### config.mk
export PLATFORM = sky130hd
export DESIGN_NAME = pc_sequencer_flat
export DESIGN_NICKNAME = d
export VERILOG_FILES = /design/src/rtl/pc_sequencer_if.sv /design/src/rtl/pc_sequencer.sv /design/src/flat_wrapper.sv
export SDC_FILE = /design/constraint.sdc
export NUM_CORES = 1
export LEC_CHECK = 0
export CORE_ASPECT_RATIO = 0.75
export CORE_UTILIZATION = 30
export DETAILED_ROUTE_END_ITERATION = 8
export PLACE_DENSITY_LB_ADDON = 0.15
export SLEW_MARGIN = 40
export SYNTH_ARGS = -nofsm -noshare
export SYNTH_HDL_FRONTEND = slang
export SYNTH_SLANG_ARGS = --single-unit
### constraint.sdc
create_clock -name clk -period 2.2 [get_ports clk]
set_input_delay 0.33 -clock clk [delete_from_list [all_inputs] [get_ports clk]]
set_output_delay 0.33 -clock clk [all_outputs]
set_load 0.02 [all_outputs]
### src/rtl/pc_sequencer_if.sv
// pc_sequencer_if
// Control and result bundle for the program-counter sequencer.
//   master modport : the driver of control requests (stall, flush, branch,
//                    jump, call/ret qualifiers) that observes the PC and the
//                    return-address-stack status flags.
//   slave modport  : the sequencer itself.
// Signals:
//   stall                  hold PC and stack
//   flush, flushAddress    redirect (exception / mispredict)
//   branch, branchAddress  taken when branch is 2'b01 or 2'b10
//   jumpReg, jumpAddress   jump request and its target
//   call, ret              qualify jumpReg as push / pop / swap
//   nextPC                 registered program counter
//   rasEmpty, rasFull      registered stack occupancy flags
interface pc_sequencer_if #(
    parameter int PC_WIDTH = 32
);
    logic                stall;
    logic                flush;
    logic [PC_WIDTH-1:0] flushAddress;
    logic [1:0]          branch;
    logic [PC_WIDTH-1:0] branchAddress;
    logic                jumpReg;
    logic [PC_WIDTH-1:0] jumpAddress;
    logic                call;
    logic                ret;
    logic [PC_WIDTH-1:0] nextPC;
    logic                rasEmpty;
    logic                rasFull;

    modport master (
        output stall, flush, flushAddress, branch, branchAddress,
               jumpReg, jumpAddress, call, ret,
        input  nextPC, rasEmpty, rasFull
    );

    modport slave (
        input  stall, flush, flushAddress, branch, branchAddress,
               jumpReg, jumpAddress, call, ret,
        output nextPC, rasEmpty, rasFull
    );
endinterface

### src/rtl/pc_sequencer.sv
// pc_sequencer
// Registered program-counter sequencer with an optional circular
// return-address stack (RAS).
// Priority per rising edge: reset, flush, stall, taken branch, jumpReg,
// sequential increment. All address arithmetic wraps modulo 2^PC_WIDTH.
// Ports:
//   clk    rising-edge clock
//   rst_n  synchronous active-low reset
//   bus    pc_sequencer_if.slave (control inputs, nextPC, rasEmpty, rasFull)
// Configuration:
//   PC_SEQUENCER_RAS_EN  when defined, builds the return-address stack;
//                        otherwise call/ret are ignored, every jumpReg goes
//                        to jumpAddress, rasEmpty=1 and rasFull=0.
module pc_sequencer #(
    parameter int                  PC_WIDTH     = 32,
    parameter logic [PC_WIDTH-1:0] RESET_VECTOR = '0,
    parameter int                  INSTR_BYTES  = 4,
    parameter int                  RAS_DEPTH    = 4
) (
    input logic            clk,
    input logic            rst_n,
    pc_sequencer_if.slave  bus
);

    logic [PC_WIDTH-1:0] pcReg;
    logic [PC_WIDTH-1:0] pcNext;
    logic [PC_WIDTH-1:0] seqPC;
    logic                branchTaken;
    logic                jumpSelected;
    logic                rasHit;
    logic [PC_WIDTH-1:0] rasTarget;

    assign seqPC        = pcReg + PC_WIDTH'(INSTR_BYTES);
    // Only the two one-hot encodings mean "taken"
    assign branchTaken  = bus.branch[0] ^ bus.branch[1];
    // The stack may only move when the jump path actually wins priority
    assign jumpSelected = bus.jumpReg && !bus.flush && !bus.stall && !branchTaken;

    always_comb begin
        pcNext = seqPC;
        if (bus.flush)
            pcNext = bus.flushAddress;
        else if (bus.stall)
            pcNext = pcReg;
        else if (branchTaken)
            pcNext = bus.branchAddress;
        else if (bus.jumpReg)
            pcNext = rasHit ? rasTarget : bus.jumpAddress;
    end

    always_ff @(posedge clk) begin
        if (!rst_n)
            pcReg <= RESET_VECTOR;
        else
            pcReg <= pcNext;
    end

    assign bus.nextPC = pcReg;

`ifdef PC_SEQUENCER_RAS_EN
    localparam int PTR_W = (RAS_DEPTH > 1) ? $clog2(RAS_DEPTH) : 1;
    localparam int CNT_W = $clog2(RAS_DEPTH + 1);

    logic [PC_WIDTH-1:0] rasMem [RAS_DEPTH];
    logic [PTR_W-1:0]    topPtr;
    logic [PTR_W-1:0]    topNext;
    logic [PTR_W-1:0]    writePtr;
    logic [CNT_W-1:0]    count;
    logic [CNT_W-1:0]    countNext;
    logic                rasWrite;
    logic                isEmpty;
    logic                isFull;
    logic                emptyReg;
    logic                fullReg;

    assign isEmpty = (count == '0);
    assign isFull  = (count == CNT_W'(RAS_DEPTH));

    // Stack update. A push advances the top pointer before writing, so when
    // the stack is full the slot it lands on is the oldest entry and gets
    // overwritten naturally. A swap on an empty stack behaves as a push.
    always_comb begin
        topNext   = topPtr;
        countNext = count;
        writePtr  = topPtr;
        rasWrite  = 1'b0;
        rasHit    = 1'b0;
        rasTarget = rasMem[topPtr];
        if (jumpSelected) begin
            if (bus.call && (!bus.ret || isEmpty)) begin
                rasWrite = 1'b1;
                writePtr = topPtr + PTR_W'(1);
                topNext  = topPtr + PTR_W'(1);
                if (!isFull)
                    countNext = count + CNT_W'(1);
            end else if (bus.ret && !bus.call) begin
                if (!isEmpty) begin
                    rasHit    = 1'b1;
                    topNext   = topPtr - PTR_W'(1);
                    countNext = count - CNT_W'(1);
                end
            end else if (bus.call && bus.ret) begin
                rasHit   = 1'b1;
                rasWrite = 1'b1;
            end
        end
    end

    always_ff @(posedge clk) begin
        if (!rst_n) begin
            topPtr   <= '0;
            count    <= '0;
            emptyReg <= 1'b1;
            fullReg  <= 1'b0;
        end else begin
            topPtr   <= topNext;
            count    <= countNext;
            emptyReg <= (countNext == '0);
            fullReg  <= (countNext == CNT_W'(RAS_DEPTH));
        end
    end

    // Storage is not cleared by reset; the count alone decides validity
    always_ff @(posedge clk) begin
        if (rst_n && rasWrite)
            rasMem[writePtr] <= seqPC;
    end

    assign bus.rasEmpty = emptyReg;
    assign bus.rasFull  = fullReg;
`else
    assign rasHit       = 1'b0;
    assign rasTarget    = '0;
    assign bus.rasEmpty = 1'b1;
    assign bus.rasFull  = 1'b0;
`endif

endmodule

### src/flat_wrapper.sv
// flat-port wrapper written by rule: the top's interface ports become plain ports
module pc_sequencer_flat 
#(
    parameter int                  PC_WIDTH     = 32,
    parameter logic [PC_WIDTH-1:0] RESET_VECTOR = '0,
    parameter int                  INSTR_BYTES  = 4,
    parameter int                  RAS_DEPTH    = 4
)
  (clk, rst_n, bus_stall, bus_flush, bus_flushAddress, bus_branch, bus_branchAddress, bus_jumpReg, bus_jumpAddress, bus_call, bus_ret, bus_nextPC, bus_rasEmpty, bus_rasFull);
  pc_sequencer_if #(.PC_WIDTH(PC_WIDTH)) bus_i ();
  input logic clk;
  input logic rst_n;
  input wire logic [$bits(bus_i.stall)-1:0] bus_stall;
  input wire logic [$bits(bus_i.flush)-1:0] bus_flush;
  input wire logic [$bits(bus_i.flushAddress)-1:0] bus_flushAddress;
  input wire logic [$bits(bus_i.branch)-1:0] bus_branch;
  input wire logic [$bits(bus_i.branchAddress)-1:0] bus_branchAddress;
  input wire logic [$bits(bus_i.jumpReg)-1:0] bus_jumpReg;
  input wire logic [$bits(bus_i.jumpAddress)-1:0] bus_jumpAddress;
  input wire logic [$bits(bus_i.call)-1:0] bus_call;
  input wire logic [$bits(bus_i.ret)-1:0] bus_ret;
  output wire logic [$bits(bus_i.nextPC)-1:0] bus_nextPC;
  output wire logic [$bits(bus_i.rasEmpty)-1:0] bus_rasEmpty;
  output wire logic [$bits(bus_i.rasFull)-1:0] bus_rasFull;
  assign bus_i.stall = bus_stall;
  assign bus_i.flush = bus_flush;
  assign bus_i.flushAddress = bus_flushAddress;
  assign bus_i.branch = bus_branch;
  assign bus_i.branchAddress = bus_branchAddress;
  assign bus_i.jumpReg = bus_jumpReg;
  assign bus_i.jumpAddress = bus_jumpAddress;
  assign bus_i.call = bus_call;
  assign bus_i.ret = bus_ret;
  assign bus_nextPC = bus_i.nextPC;
  assign bus_rasEmpty = bus_i.rasEmpty;
  assign bus_rasFull = bus_i.rasFull;
  pc_sequencer #(.PC_WIDTH(PC_WIDTH), .RESET_VECTOR(RESET_VECTOR), .INSTR_BYTES(INSTR_BYTES), .RAS_DEPTH(RAS_DEPTH)) u_core (.clk(clk), .rst_n(rst_n), .bus(bus_i));
endmodule
==> results of run 1 <==
cells in the final DEF (no fill, tap or decap), types with 3 or more instances in the layout:
cell and instances:
nand2b_1 9, o31ai_1 5, xnor2_1 11, and4_1 4, clkdlybuf4s50_1 133, xor2_1 6, buf_4 48, nor4_1 7
o311ai_0 3, nor2_1 27, nor3_1 12, or3_1 5, inv_1 15, o211ai_1 13, a311oi_1 3, a21oi_1 34
and2_1 5, clkbuf_16 5, a31o_2 3, o21ai_0 23, nand3_1 21, and3_1 4, nor3b_1 4, nand4_1 8
a211oi_1 5, mux2i_1 7, nand2_1 55, a31oi_1 20, o21a_1 4, o221ai_1 4, o2111ai_1 3, dfxtp_1 32
layer usage:
layer | GRT usage [%] | wire length (µm) | share of wire (%) | vias to the layer above
li1 | - | - | - | 1843
met5 | 0 | 0 | 0 | -
met1 | 33.5 | 5430 | 46 | 1748
met4 | 7.54 | 208 | 1.8 | 0
met3 | 5.80 | 1240 | 10 | 23
met2 | 38.2 | 4990 | 42 | 213
worst paths after layout:
path / to / depth (start not counted)
worst min-delay path: u_core.bus.nextPC[0]$_SDFFE_PN0P_ / 2
worst max-delay path: u_core.bus.nextPC[25]$_SDFFE_PN0P_ / 5
worst min register to register: u_core.bus.nextPC[0]$_SDFFE_PN0P_ / 2
worst max register to register: u_core.bus.nextPC[25]$_SDFFE_PN0P_ / 5
report_power, final:
part	leakage [nW]	internal, W	switching, W
combinational	1.42	0.000437	0.000403
sequential	0.266	0.000630	0.0000558
clock	0.0712	0.000451	0.000259
stage by stage:
| step | hold WS, ns | area, µm² | utilization (%) |
|---|---|---|---|
| after detailed placement | 0.461 | 4560 | 50.2 |
| after floorplan | 0.469 | 2810 | - |
| after global placement | 0.459 | 4560 | 50.2 |
| after global routing | 0.501 | 4700 | 51.8 |
| final | 0.472 | 4700 | 51.8 |
| after CTS | 0.472 | 4700 | 51.8 |
worst max-delay path, delay by kind of cell, from the launching register on:
family	cells	cell delay [ns]
and+or+nand+nor	5	1.55
DFF	1	0.43
logic make-up after synthesis:
kind of cell               Yosys count  share of synthesized area, %
adders and majority gates            1                         0.445
DFF                                 32                          22.8
and+or+nand+nor                    172                          31.1
buffers and inverters               47                          6.54
other                                2                         0.267
muxes                                7                          2.49
AOI/OAI and AO/OA                  132                          30.5
xor gates and xnor gates            19                          5.92
area by class of cell:
| class | count | area, µm² |
|---|---|---|
| clock buffer | 8 | 146 |
| fill | 912 | 4380 |
| inverter | 16 | 60.1 |
| multi-input combinational | 333 | 2000 |
| sequential | 32 | 641 |
| tap | 128 | 160 |
| timing repair buffer | 182 | 1700 |
==> flow_summary_export.csv, run 1 <==
group,metric,value,unit
outcome,status,"finished clean",
timing,finalCriticalPeriod,2.03,ns
worst_hold_path,hold_start,"u_core.bus.nextPC[0]$_SDFFE_PN0P_",
yosys,yosysTopAreaCellShare,22.8,%
worst_setup_path,regToRegSetupSlack,0.17,ns
timing,finalMaxSlewViolations,0,
timing,fin_ws,0.166,ns
clock_network,clockBufferDepth,2,
timing,hold_viol,0,
worst_hold_path,hold_class,"flop to flop",
worst_setup_path,crit_arrival,2.26,ns
placement,portBuffers,134,
yosys,synth-main-ff-cell,"dfxtp_1",
clock_network,cts_hold_buf,0,
worst_setup_path,crit_chain,"and4_1 > nand3_1 > or4_4 > or4_1 > nand2_1",
die,io_pins,139,
yosys,netlist_area,2810,µm²
pwr,power.leakage,1.76,nW
final_layout,layoutNonFillerInstCount,699,
die,fp-row-count,30,
die,coreArea,9080,µm²
die,die-height,85.8,µm
worst_setup_path,crit-reg2reg-launch,"u_core.bus.nextPC[6]$_SDFFE_PN0P_",
drt,routed_via_density,5.47,
worst_setup_path,crit_type,"flop to flop",
clock_network,path_clk_slew,0.05,ns
global_route,grt-ovfl-total,0,
yosys,postSynth.asyncResetShare,0,%
yosys,synth_seq_cells,32,
timing,slew_headroom,59.9,%
pwr,power.density,475,nW/µm²
placement,dpl.hpwl,9050,µm
drt,wl_per_cell,17.0,µm
worst_setup_path,cp_slowest_stage_delay,0.58,ns
drt,drt_wl_total,11900,µm
job,cap_violations,0,
drt,drc_errors,0,
worst_setup_path,crit_start,"u_core.bus.nextPC[6]$_SDFFE_PN0P_",
timing,setup_violations,0,
yosys,synth.top_cells.by_area,"dfxtp_1 23%, nand2_1 7.3%, a21oi_1 6.1%",
worst_setup_path,cp-start-kind,"flop",
timing,clock.fmax,492,MHz
clock_network,postCtsSetupBuffers,0,
timing,tightest_slew,0.594,ns
timing,clock_skew,0.00708,ns
die,start_util,30.9,%
final_layout,nets,676,
pwr,power.total,0.00224,W
yosys,ys_warn_count,0,
final_layout,syn_to_final_growth,67.4,%
placement,place_congestion,0.864,
global_route,grt_use_total,24.6,%
clock_network,h-tree-depth,2,
yosys,yosys-top-cells-count,"55 x nand2_1, 34 x a21oi_1, 32 x dfxtp_1, 27 x nor2_1, 23 x o21ai_0",
final_layout,largest_reg_flops,32,
timing,period_share,92.5,%
global_route,grt_pass1_vias,3545,
clock_network,insertion_delay,0.28,ns
yosys,yosys.cell_types.count,51,
clock_network,cts_inserted_buffers,5,
worst_setup_path,worst_path_max_delay_cell,"or4_4",
yosys,ys_seq_area_share,22.8,%
final_layout,antenna_cells,0,
drt,drtIter0Drc,328,
yosys,synthCells,412,
clock_network,clock-sinks,32,
global_route,grt_max_degree,27,
worst_setup_path,crit_path_max_fanout,6,
final_layout,drive_above_1_share,11.6,%
drt,drt_pre_antenna_iters,5,
die,die_x,114,µm
placement,placedCellCount,691,
yosys,synth_largest_area_cell,"dfxtp_1",
drt,vias,3827,
timing,grt_setup_unrepaired,"false",
yosys,synth_edf_count,0,
yosys,yosysMostFrequentCell,"nand2_1",
yosys,synth_fp_nets,518,
pwr,ir_drop,268,µV
worst_setup_path,cp-end-kind,"flop",
clock_network,clock-root-buffer,"clkbuf_16",
clock_network,cts_resized,0,
timing,setup_tns,0,ns
die,die_area,9760,µm²
global_route,antenna_found_initial,0,
global_route,grt_pass1_wl,18600,µm
clock_network,cts_tree,"yes",
worst_setup_path,required,2.42,ns
placement,dp_slack,0.0913,ns
yosys,syn_area_per_cell,6.82,µm²
drt,ant_nets,0,
(Power assumes the default switching activity.)
==> inputs of run 2 (changes only) <==
--- a/config.mk
+++ b/config.mk
@@ -9,6 +9,7 @@
 export CORE_UTILIZATION = 30
 export DETAILED_ROUTE_END_ITERATION = 8
 export PLACE_DENSITY_LB_ADDON = 0.15
+export RECOVER_POWER = 100
 export SLEW_MARGIN = 40
 export SYNTH_ARGS = -nofsm -noshare
 export SYNTH_HDL_FRONTEND = slang
==> constraint.sdc (replaced) <==
create_clock -name clk -period 2.05 [get_ports clk]
set_input_delay 0.3075 -clock clk [delete_from_list [all_inputs] [get_ports clk]]
set_output_delay 0.3075 -clock clk [all_outputs]
set_load 0.02 [all_outputs]
==> run 2 against run 1 <==
Critical path type unchanged. Clock skew down 0.0036 ns. Combinational power is 8.5% higher. Final cell count grew 1.3%. Power rose by 7.2%. Critical path depth is the same. Largest power group unchanged.
==> flow_summary_export.csv, run 2 (synthesis results as in run 1) <==
group,metric,value,unit
die,coreArea,9080,µm²
final_layout,drive_above_1_share,12.6,%
outcome,status,"finished clean",
timing,hold_viol,0,
final_layout,nets,685,
final_layout,final_common_cell,"clkdlybuf4s50_1",
job,cap_violations,0,
final_layout,final_cell_mix,"101 x clkdlybuf4s50_1, 55 x nand2_1, 46 x buf_4",
pwr,p_seq_share,30.3,%
worst_setup_path,crit_top_cell,"or4_1",
final_layout,layoutNonFillerInstCount,708,
placement,portBuffers,134,
timing,grt_setup_unrepaired,"false",
final_layout,syn_to_final_growth,69.8,%
timing,period_share,94.2,%
clock_network,cts_inserted_buffers,5,
timing,setup_tns,0,ns
clock_network,cts_tree,"yes",
die,die_x,114,µm
worst_setup_path,cp-start-kind,"flop",
clock_network,path_clk_slew,0.05,ns
pwr,intPower,0.00163,W
final_layout,nFillCells,921,
placement,dp_slack,-0.0210,ns
pwr,comb_power_share,38.0,%
drt,drt_pre_antenna_iters,6,
pwr,ir_drop,288,µV
global_route,grt_pass1_vias,3679,
worst_setup_path,worst_path_max_delay_cell,"or4_1",
drt,drtIter0Drc,267,
clock_network,clock-root-buffer,"clkbuf_16",
timing,fin_ws,0.119,ns
timing,clock_skew,0.00353,ns
clock_network,insertion_delay,0.28,ns
clock_network,cts_hold_buf,0,
drt,wl_per_cell,16.9,µm
worst_setup_path,cp-end-kind,"flop",
global_route,grt_max_degree,35,
die,die-height,85.8,µm
drt,vias,3893,
timing,tightest_slew,0.583,ns
pwr,power_switching,0.000769,W
timing,slew_headroom,60.6,%
placement,placedCellCount,700,
die,start_util,30.9,%
placement,dpl.hpwl,9090,µm
clock_network,clockBufferDepth,2,
worst_setup_path,crit_path_max_fanout,4,
worst_hold_path,hold_class,"flop to flop",
die,die_area,9760,µm²
drt,drt_wl_total,11900,µm
drt,drc_errors,0,
timing,finalMaxSlewViolations,0,
placement,place_congestion,0.862,
final_layout,final_util,52.5,%
timing,hold_slack,0.473,ns
final_layout,antenna_cells,0,
clock_network,h-tree-depth,2,
drt,routed_via_density,5.50,
global_route,grt_pass1_wl,18200,µm
timing,finalCriticalPeriod,1.93,ns
drt,ant_nets,0,
pwr,p_clk_share,31.7,%
worst_setup_path,crit_type,"flop to flop",
pwr,power.density,502,nW/µm²
worst_setup_path,required,2.27,ns
pwr,power.leakage,1.85,nW
global_route,grt_use_total,24.0,%
global_route,antenna_found_initial,0,
pwr,swShare,32.1,%
worst_setup_path,crit_chain,"nand3_2 > or3_4 > or4_1 > or4_1 > nand2_1",
worst_setup_path,crit_arrival,2.16,ns
global_route,grt-ovfl-total,0,
clock_network,clock-sinks,32,
worst_setup_path,cp_slowest_stage_delay,0.54,ns
timing,clock.fmax,518,MHz
timing,setup_violations,0,
die,io_pins,139,
die,fp-row-count,30,
final_layout,largest_reg_flops,32,
run 2: critical path: cells and delay by family, from the launching register on:
kind             cells  cell delay, ns
AND/OR/NAND/NOR      5            1.52
flip-flops           1            0.34
run 2: worst paths after layout:
kind	startpoint	to	slack [ns]	cells past startpoint
worst min register to register	u_core.bus.nextPC[1]$_SDFFE_PN0P_	u_core.bus.nextPC[1]$_SDFFE_PN0P_	0.47	2
worst max register to register	u_core.bus.nextPC[9]$_SDFFE_PN0P_	u_core.bus.nextPC[25]$_SDFFE_PN0P_	0.12	5
worst min-delay path	u_core.bus.nextPC[1]$_SDFFE_PN0P_	u_core.bus.nextPC[1]$_SDFFE_PN0P_	0.47	2
worst max-delay path	u_core.bus.nextPC[9]$_SDFFE_PN0P_	u_core.bus.nextPC[25]$_SDFFE_PN0P_	0.12	5
run 2: per-stage QoR:
stage,instance area (µm²),power [W]
floorplan,2820,0.00115
global placement,4670,0.00166
detailed placement,4670,0.00167
CTS,4820,0.00242
global route,4770,0.00249
finish,4770,0.00240
run 2: power by group through the flow:
| stage | Combinational, W | Sequential (W) | Clock [W] |
|---|---|---|---|
| floorplan | 0.000328 | 0.000817 | 0 |
| global placement | 0.000918 | 0.000741 | 0 |
| detailed placement | 0.000928 | 0.000740 | 0 |
| CTS | 0.000934 | 0.000728 | 0.000759 |
| global route | 0.000977 | 0.000734 | 0.000781 |
| finish | 0.000911 | 0.000727 | 0.000759 |
run 2: final cells by class:
cell class / count / area (µm²) / share of cell area (%)
Timing Repair Buffer: 191 / 1780 / 37.2
Inverter: 16 / 60.1 / 1.26
Clock buffer: 8 / 146 / 3.07
Multi-Input combinational cell: 333 / 1980 / 41.5
Tap cell: 128 / 160 / 3.36
Sequential cell: 32 / 647 / 13.6
run 2: timing repair:
action	CTS	global route
resized for setup	0	1
setup buffers	0	0
setup endpoints to repair	0	1
run 2: per-layer routing:
metal | GRT usage [%] | vias to the layer above | share of wire, %
met5 | 0 | - | 0
met4 | 9.57 | 0 | 2.4
met3 | 6.08 | 30 | 9.8
met2 | 37.0 | 209 | 41
met1 | 32.1 | 1796 | 46
li1 | - | 1858 | -
